$ cat src/rtl/memory_access_controller_pkg.sv
// Purpose : shared FSM encodings and default sizing for the memory access controller.
// Latency : n/a (types and constants only).
// Backpressure: n/a.
//
// Contents: 3-bit state encoding MAC_IDLE..MAC_VRELEASE, default strobe
// width and Memory word-index width.
package memory_access_controller_pkg;

    localparam int MAC_DEFAULT_STROBE_CYCLES = 1;
    localparam int MAC_MEM_IDX_BITS          = 12;

    typedef enum logic [2:0] {
        MAC_IDLE     = 3'd0,
        MAC_SETUP    = 3'd1,
        MAC_STROBE   = 3'd2,
        MAC_RELEASE  = 3'd3,
        MAC_RESP     = 3'd4,
        MAC_VSTROBE  = 3'd5,
        MAC_VRELEASE = 3'd6
    } mac_state_e;

endpackage

$ cat src/rtl/memory_access_controller_if.sv
// Purpose : request/response and Memory-side signal bundle of the controller.
// Latency : n/a (wires only).
// Backpressure: req_valid/req_ready on the request side; response has none.
//
// Modports: slave  = the controller (consumes requests, drives Memory).
//           master = datapath plus Memory (issues requests, supplies mem_dout).
interface memory_access_controller_if;
    logic        req_valid;
    logic        req_ready;
    logic        req_write;
    logic [31:0] req_addr;
    logic [31:0] req_wdata;
    logic        resp_valid;
    logic        resp_error;
    logic [31:0] resp_rdata;
    logic        busy;
    logic        mem_ren;
    logic        mem_wen;
    logic [31:0] mem_addr;
    logic [31:0] mem_din;
    logic [31:0] mem_dout;

    modport slave (
        input  req_valid, req_write, req_addr, req_wdata, mem_dout,
        output req_ready, resp_valid, resp_error, resp_rdata, busy,
               mem_ren, mem_wen, mem_addr, mem_din
    );

    modport master (
        output req_valid, req_write, req_addr, req_wdata, mem_dout,
        input  req_ready, resp_valid, resp_error, resp_rdata, busy,
               mem_ren, mem_wen, mem_addr, mem_din
    );
endinterface

$ cat src/rtl/memory_access_controller_mac_strobe_timer.sv
// Purpose : loadable 4-bit down-counter timing the width of a Memory strobe.
// Latency : load takes effect at the next posedge; done is a decode of the count.
// Backpressure: none.
//
// Ports: clock, reset (async active-low), load/load_val, en (decrement), done (count==0).
module mac_strobe_timer (
    input  logic       clock,
    input  logic       reset,
    input  logic       load,
    input  logic [3:0] load_val,
    input  logic       en,
    output logic       done
);

    logic [3:0] count_q;
    logic [3:0] count_d;

    always_comb begin
        count_d = count_q;
        if (load) begin
            count_d = load_val;
        end else if (en && (count_q != 4'd0)) begin
            count_d = count_q - 4'd1;
        end
    end

    always_ff @(posedge clock or negedge reset) begin
        if (!reset) begin
            count_q <= 4'd0;
        end else begin
            count_q <= count_d;
        end
    end

    assign done = (count_q == 4'd0);

endmodule

$ cat src/rtl/memory_access_controller.sv
// Purpose : turns single-word load/store requests into a setup/strobe/release Memory sequence.
// Latency : response 2+STROBE_CYCLES posedges after accept (0 for rejected addresses).
// Backpressure: req_ready only in IDLE; response is a one-cycle pulse with no backpressure.
//
// Ports: clock, reset (async active-low), bus (memory_access_controller_if.slave).
// Optional feature: MEM_READBACK_VERIFY_EN adds a read-back strobe after every
// successful store and flags a data mismatch as resp_error.
module memory_access_controller
    import memory_access_controller_pkg::*;
#(
    parameter int STROBE_CYCLES = MAC_DEFAULT_STROBE_CYCLES,
    parameter int MEM_IDX_BITS  = MAC_MEM_IDX_BITS
) (
    input  logic                        clock,
    input  logic                        reset,
    memory_access_controller_if.slave   bus
);

    localparam int         ADDR_HI_LSB = MEM_IDX_BITS + 2;
    localparam logic [3:0] STROBE_LOAD = 4'(STROBE_CYCLES - 1);

    mac_state_e  state_q, state_d;
    logic        wr_q, wr_d;
    logic        err_q, err_d;
    logic        mem_ren_q, mem_ren_d;
    logic        mem_wen_q, mem_wen_d;
    logic [31:0] mem_addr_q, mem_addr_d;
    logic [31:0] mem_din_q, mem_din_d;
    logic        resp_valid_q, resp_valid_d;
    logic        resp_error_q, resp_error_d;
    logic [31:0] resp_rdata_q, resp_rdata_d;

    logic        timer_load;
    logic        timer_en;
    logic        timer_done;
    logic        addr_bad;

    mac_strobe_timer u_timer (
        .clock    (clock),
        .reset    (reset),
        .load     (timer_load),
        .load_val (STROBE_LOAD),
        .en       (timer_en),
        .done     (timer_done)
    );

    // Misaligned or beyond the Memory word space: rejected without any strobe.
    assign addr_bad = (bus.req_addr[1:0] != 2'b00) ||
                      ((bus.req_addr >> ADDR_HI_LSB) != 32'd0);

    assign timer_en = (state_q == MAC_STROBE) || (state_q == MAC_VSTROBE);

    always_comb begin
        state_d      = state_q;
        wr_d         = wr_q;
        err_d        = err_q;
        mem_addr_d   = mem_addr_q;
        mem_din_d    = mem_din_q;
        resp_rdata_d = resp_rdata_q;
        timer_load   = 1'b0;

        case (state_q)
            MAC_IDLE: begin
                if (bus.req_valid) begin
                    wr_d = bus.req_write;
                    if (addr_bad) begin
                        err_d   = 1'b1;
                        state_d = MAC_RESP;
                        if (!bus.req_write) begin
                            resp_rdata_d = 32'd0;
                        end
                    end else begin
                        err_d      = 1'b0;
                        state_d    = MAC_SETUP;
                        // Only place addr/din move, so they are settled a full
                        // cycle before any strobe rises.
                        mem_addr_d = {2'b00, bus.req_addr[31:2]};
                        if (bus.req_write) begin
                            mem_din_d = bus.req_wdata;
                        end
                    end
                end
            end
            MAC_SETUP: begin
                state_d    = MAC_STROBE;
                timer_load = 1'b1;
            end
            MAC_STROBE: begin
                if (timer_done) begin
                    state_d = MAC_RELEASE;
                    if (!wr_q) begin
                        resp_rdata_d = bus.mem_dout;
                    end
                end
            end
            MAC_RELEASE: begin
`ifdef MEM_READBACK_VERIFY_EN
                if (wr_q) begin
                    state_d    = MAC_VSTROBE;
                    timer_load = 1'b1;
                end else begin
                    state_d = MAC_RESP;
                end
`else
                state_d = MAC_RESP;
`endif
            end
`ifdef MEM_READBACK_VERIFY_EN
            MAC_VSTROBE: begin
                if (timer_done) begin
                    state_d = MAC_VRELEASE;
                    // mem_din_q still holds the store data being verified.
                    err_d   = (bus.mem_dout != mem_din_q);
                end
            end
            MAC_VRELEASE: begin
                state_d = MAC_RESP;
            end
`endif
            MAC_RESP: begin
                state_d = MAC_IDLE;
            end
            default: begin
                state_d = MAC_IDLE;
            end
        endcase

        // Strobes and response are decoded from the next state and registered,
        // so each output is a clean flop edge and ren/wen are mutually exclusive.
        mem_wen_d = (state_d == MAC_STROBE) && wr_q;
        mem_ren_d = (state_d == MAC_STROBE) && !wr_q;
`ifdef MEM_READBACK_VERIFY_EN
        if (state_d == MAC_VSTROBE) begin
            mem_ren_d = 1'b1;
        end
`endif
        resp_valid_d = (state_d == MAC_RESP);
        resp_error_d = (state_d == MAC_RESP) && err_d;
    end

    always_ff @(posedge clock or negedge reset) begin
        if (!reset) begin
            state_q      <= MAC_IDLE;
            wr_q         <= 1'b0;
            err_q        <= 1'b0;
            mem_ren_q    <= 1'b0;
            mem_wen_q    <= 1'b0;
            mem_addr_q   <= 32'd0;
            mem_din_q    <= 32'd0;
            resp_valid_q <= 1'b0;
            resp_error_q <= 1'b0;
            resp_rdata_q <= 32'd0;
        end else begin
            state_q      <= state_d;
            wr_q         <= wr_d;
            err_q        <= err_d;
            mem_ren_q    <= mem_ren_d;
            mem_wen_q    <= mem_wen_d;
            mem_addr_q   <= mem_addr_d;
            mem_din_q    <= mem_din_d;
            resp_valid_q <= resp_valid_d;
            resp_error_q <= resp_error_d;
            resp_rdata_q <= resp_rdata_d;
        end
    end

    assign bus.req_ready  = (state_q == MAC_IDLE);
    assign bus.busy       = (state_q != MAC_IDLE);
    assign bus.mem_ren    = mem_ren_q;
    assign bus.mem_wen    = mem_wen_q;
    assign bus.mem_addr   = mem_addr_q;
    assign bus.mem_din    = mem_din_q;
    assign bus.resp_valid = resp_valid_q;
    assign bus.resp_error = resp_error_q;
    assign bus.resp_rdata = resp_rdata_q;

endmodule
$ cat src/flat_wrapper.sv
// flat-port wrapper written by rule: the top's interface ports become plain ports
module memory_access_controller_flat import memory_access_controller_pkg::*;
#(
    parameter int STROBE_CYCLES = MAC_DEFAULT_STROBE_CYCLES,
    parameter int MEM_IDX_BITS  = MAC_MEM_IDX_BITS
)
  (clock, reset, bus_req_valid, bus_req_write, bus_req_addr, bus_req_wdata, bus_mem_dout, bus_req_ready, bus_resp_valid, bus_resp_error, bus_resp_rdata, bus_busy, bus_mem_ren, bus_mem_wen, bus_mem_addr, bus_mem_din);
  memory_access_controller_if bus_i ();
  input  logic clock;
  input  logic reset;
  input wire logic [$bits(bus_i.req_valid)-1:0] bus_req_valid;
  input wire logic [$bits(bus_i.req_write)-1:0] bus_req_write;
  input wire logic [$bits(bus_i.req_addr)-1:0] bus_req_addr;
  input wire logic [$bits(bus_i.req_wdata)-1:0] bus_req_wdata;
  input wire logic [$bits(bus_i.mem_dout)-1:0] bus_mem_dout;
  output wire logic [$bits(bus_i.req_ready)-1:0] bus_req_ready;
  output wire logic [$bits(bus_i.resp_valid)-1:0] bus_resp_valid;
  output wire logic [$bits(bus_i.resp_error)-1:0] bus_resp_error;
  output wire logic [$bits(bus_i.resp_rdata)-1:0] bus_resp_rdata;
  output wire logic [$bits(bus_i.busy)-1:0] bus_busy;
  output wire logic [$bits(bus_i.mem_ren)-1:0] bus_mem_ren;
  output wire logic [$bits(bus_i.mem_wen)-1:0] bus_mem_wen;
  output wire logic [$bits(bus_i.mem_addr)-1:0] bus_mem_addr;
  output wire logic [$bits(bus_i.mem_din)-1:0] bus_mem_din;
  assign bus_i.req_valid = bus_req_valid;
  assign bus_i.req_write = bus_req_write;
  assign bus_i.req_addr = bus_req_addr;
  assign bus_i.req_wdata = bus_req_wdata;
  assign bus_i.mem_dout = bus_mem_dout;
  assign bus_req_ready = bus_i.req_ready;
  assign bus_resp_valid = bus_i.resp_valid;
  assign bus_resp_error = bus_i.resp_error;
  assign bus_resp_rdata = bus_i.resp_rdata;
  assign bus_busy = bus_i.busy;
  assign bus_mem_ren = bus_i.mem_ren;
  assign bus_mem_wen = bus_i.mem_wen;
  assign bus_mem_addr = bus_i.mem_addr;
  assign bus_mem_din = bus_i.mem_din;
  memory_access_controller #(.STROBE_CYCLES(STROBE_CYCLES), .MEM_IDX_BITS(MEM_IDX_BITS)) u_core (.clock(clock), .reset(reset), .bus(bus_i));
endmodule
$ cat config.mk
export PLATFORM = sky130hd
export DESIGN_NAME = memory_access_controller_flat
export DESIGN_NICKNAME = d
export VERILOG_FILES = /design/src/rtl/memory_access_controller_pkg.sv /design/src/rtl/memory_access_controller_if.sv /design/src/rtl/memory_access_controller_mac_strobe_timer.sv /design/src/rtl/memory_access_controller.sv /design/src/flat_wrapper.sv
export SDC_FILE = /design/constraint.sdc
export NUM_CORES = 1
export LEC_CHECK = 0
export BUFFER_PORTS_ARGS = -buffer_cell sky130_fd_sc_hd__buf_2
export CAP_MARGIN = 20
export CORE_ASPECT_RATIO = 1.2
export CORE_MARGIN = 5
export CORE_UTILIZATION = 30
export DETAILED_ROUTE_END_ITERATION = 10
export PLACE_DENSITY = 0.52
export SYNTH_ARGS = -nofsm -noshare
export SYNTH_HDL_FRONTEND = slang
export SYNTH_HIERARCHICAL = 1
export SYNTH_SLANG_ARGS = --single-unit
export TNS_END_PERCENT = 50
$ cat constraint.sdc
create_clock -name clock -period 4.73 [get_ports clock]
set_input_delay 0.473 -clock clock [delete_from_list [all_inputs] [get_ports clock]]
set_output_delay 0.473 -clock clock [all_outputs]
set_load 0.02 [all_outputs]
==> implementation parameters <==
Parameter                              Value

Route
  Total routed wirelength ... 10.8 mm
  Routed length on met3 ... 959 um
  WL met1 ... 4.46 mm
  Detailed-route via count ... 3235
  Number of antenna-violating nets in the routed design ... 0
  First-pass DRT Iterations ... 4
  Detailed Route Iter0 Violations ... 129
  Routed wire per std cell ... 15.0 um
  # DRC ... 0
  Met2 wire len ... 5.14 mm
  Via/cell ratio ... 4.47
  Highest routed metal layer ... met4

Yosys
  Part of the Yosys area used for sequential elements ... 0.636
  Cell count after synthesis ... 347
  Library cell with the largest summed area after synthesis ... dfrtp_1
  Synth Register Bits ... 107
  Number of warning messages in the yosys log ... 6
  Library cells used by synthesis ... 39
  Count of flip-flops with a built-in enable after synthesis ... 0
  Mean cell area of the mapped netlist ... 12.1 um2
  Cell types with the largest area share after synthesis ... dfrtp_1 (64%), mux2_2 (12%), nand2_1 (6.4%)
  Portion of synthesized cell area occupied by the leading cell type ... 0.636
  Top flip-flop cell by instance count after synthesis ... dfrtp_1
  Ys async rst share ... 1.00
  Post-synthesis instance area ... 4210 um2
  Top cells by count, synth ... dfrtp_1 (107), nand2_1 (72), mux2_2 (43)
  Most used standard cell by instance count after synthesis ... dfrtp_1

Timing
  Final period demand of the worst path ... 2.67 ns
  Final setup fails ... 0
  Share of the cycle needed by the critical path after routing ... 0.564
  Setup clock skew after layout ... 0.00653 ns
  Setup TNS ... 0 ns
  Worst-case setup margin in the final layout ... 2.06 ns
  Unrepaired setup endpoints after global routing ... no
  Pins Over Slew Limit ... 0
  Fmax ... 375 MHz
  Fin. Hold Viols ... 0
  Worst slew pin tran ... 1.06 ns
  Headroom to the max-slew limit ... 0.295

Layout
  Relative area change from synthesis to final layout ... 36.3%
  Flip-flop and latch area ... 2680 um2
  Fraction of final layout cells with drive strength greater than 1 ... 0.488
  Final #Nets ... 647
  Area used by multi-input combinational logic ... 1410 um2
  Count of fill cells added during filler insertion ... 1354

Placed design
  GPL Wtd Cong ... 0.771
  PortBufs ... 199
  Worst setup slack before clock tree synthesis ... 2.02 ns
  HPWL Detailed ... 8.17 mm

Power
  IR Drop Worst-Case VDD ... 0.000160 V
  Pwr dens ... 323 nW/um2
  Total power ... 1.85 mW
  Leakage power summed over all cells ... 3.19 nW

Setup path
  CP Launch Type ... flip-flop
  Flop2flop setup slack ... 2.06 ns
  Worst Path Class, Setup ... reg2reg
  WP data required ... 4.96 ns
  Crit path max fanout ... 22
  Arrival time of data at the critical path endpoint ... 2.90 ns
  Endpoint kind of the worst setup timing path ... flip-flop

Clock network
  Clock input transition at the sequential cells of the worst setup and hold paths ... 0.07 ns
  Clock tree sinks ... 107
  Number of H-tree levels ... 3
  Root cell of the clock tree ... clkbuf_16
  Post-cts repair resize count ... 0
  TritonCTS clock tree ... built
  Maximum buffer depth of the clock tree ... 2
  Number of buffers created by CTS ... 9
  Clock network latency to the later pin of the worst-skew pair ... 0.34 ns
  Post-CTS Repair Setup Buffers ... 0
  Number of hold buffers added after cts ... 0

Floorplan
  Die Span Y ... 140 um
  Standard-cell row count ... 47
  I/O pin count ... 202
  Effective utilization at floorplan ... 0.306
  X dimension of the die ... 118 um
  Core Region ... 13800 um2
  Overall die area ... 16500 um2

Job
  Count of max-cap constraint violations ... 0

Status
  Status ... complete, no violations

Hold path
  Class of the tightest hold or removal check ... in2async

Global routing
  First-pass GRT wire length ... 17.2 mm
  Number of antenna violations at the first check in global routing ... 1
  Aggregate global-route resource usage ... 0.129
  Pin count of the biggest net entering global routing ... 66
  Number of global-route vias before repair ... 3362
  GRT Residual Overflow ... 0
-- path summary, 6_finish.rpt --
check                                            startpoint  cells past startpoint                                  to
worst max-delay path            u_core/state_q[2]$_DFF_PN0_                      4  u_core/bus.mem_addr[4]$_DFFE_PN0P_
worst min-delay path                                  reset                      1   u_core/bus.mem_din[0]$_DFFE_PN0P_
worst max register to register  u_core/state_q[2]$_DFF_PN0_                      4  u_core/bus.mem_addr[4]$_DFFE_PN0P_
worst min register to register       u_core/err_q$_DFF_PN0_                      2              u_core/err_q$_DFF_PN0_
max in group asynchronous                             reset                      2  u_core/bus.mem_din[27]$_DFFE_PN0P_
min in group clock                         bus_req_wdata[4]                      2   u_core/bus.mem_din[4]$_DFFE_PN0P_
-- stage by stage --
stage	hold slack, ns	std cells	utilization	area (um2)
4_1_cts	0.251	722	0.417	5730
3_5_place_dp	0.472	706	0.392	5390
3_3_place_gp	0.466	704	0.389	5350
5_1_grt	0.294	723	0.417	5740
2_1_floorplan	0.177	352	-	4230
6_report	0.219	723	0.417	5740
-- registers in the layout, indices dropped and copies added (netlist names), 3 cells and up --
name                    flops
u_core/u_timer/count_q      4
u_core/bus.mem_addr        30
u_core/bus.mem_din         32
u_core/state_q              3
u_core/bus.resp_rdata      32
-- routing by layer --
metal  vias up  global-route usage
met1      1528               0.155
li1       1555                   -
met3        16              0.0426
met4         0              0.0640
met2       136               0.205
met5         -                   0
-- kinds of logic (layout without fill, tap and decap cells) --
| family | count (synthesis) | count (layout) | synth area share |
|---|---|---|---|
| simple gates | 120 | 120 | 0.144 |
| flops | 107 | 107 | 0.636 |
| compound gates | 46 | 46 | 0.0613 |
| mux | 45 | 45 | 0.120 |
| buf+inv | 27 | 226 | 0.0345 |
| fa+ha+maj | 1 | 1 | 0.00297 |
| other cells | 1 | 7 | 0.000891 |
-- layout make-up --
type	instances	share of cell area
Sequential cell	107	0.467
Antenna cell	1	0.000436
Inverter	6	0.00393
Timing Repair Buffer	204	0.185
Clock buffer	12	0.0430
Tap cell	171	0.0373
Clock inverter	4	0.0170
Multi-Input combinational cell	218	0.246
-- worst max-delay path: stages, from the launching register on --
cell and delay [ns]:
dfrtp_1 0.50, or4b_1 0.73, nor3_2 0.56, buf_4 0.38, mux2_2 0.38
-- cell usage in the layout, fill, tap and decap left out, types with 3 or more instances in the layout --
cell,n
a21oi_1,34
nand2b_1,3
buf_2,198
nor2b_1,18
buf_4,4
mux2_2,43
dfrtp_1,107
bufinv_16,3
nor4_1,5
nor3b_1,3
inv_1,6
nor3_1,3
o21ai_0,4
clkbuf_16,9
nand2_1,72
conb_1,6
-- power breakdown --
part | total [mW] | internal, mW | switching (mW) | leakage, nW
registers | 0.923 | 0.918 | 0.00451 | 1.48
clock network | 0.849 | 0.532 | 0.317 | 0.163
logic | 0.0821 | 0.0375 | 0.0446 | 1.55
No activity file was read; power rests on OpenSTA's default activity.
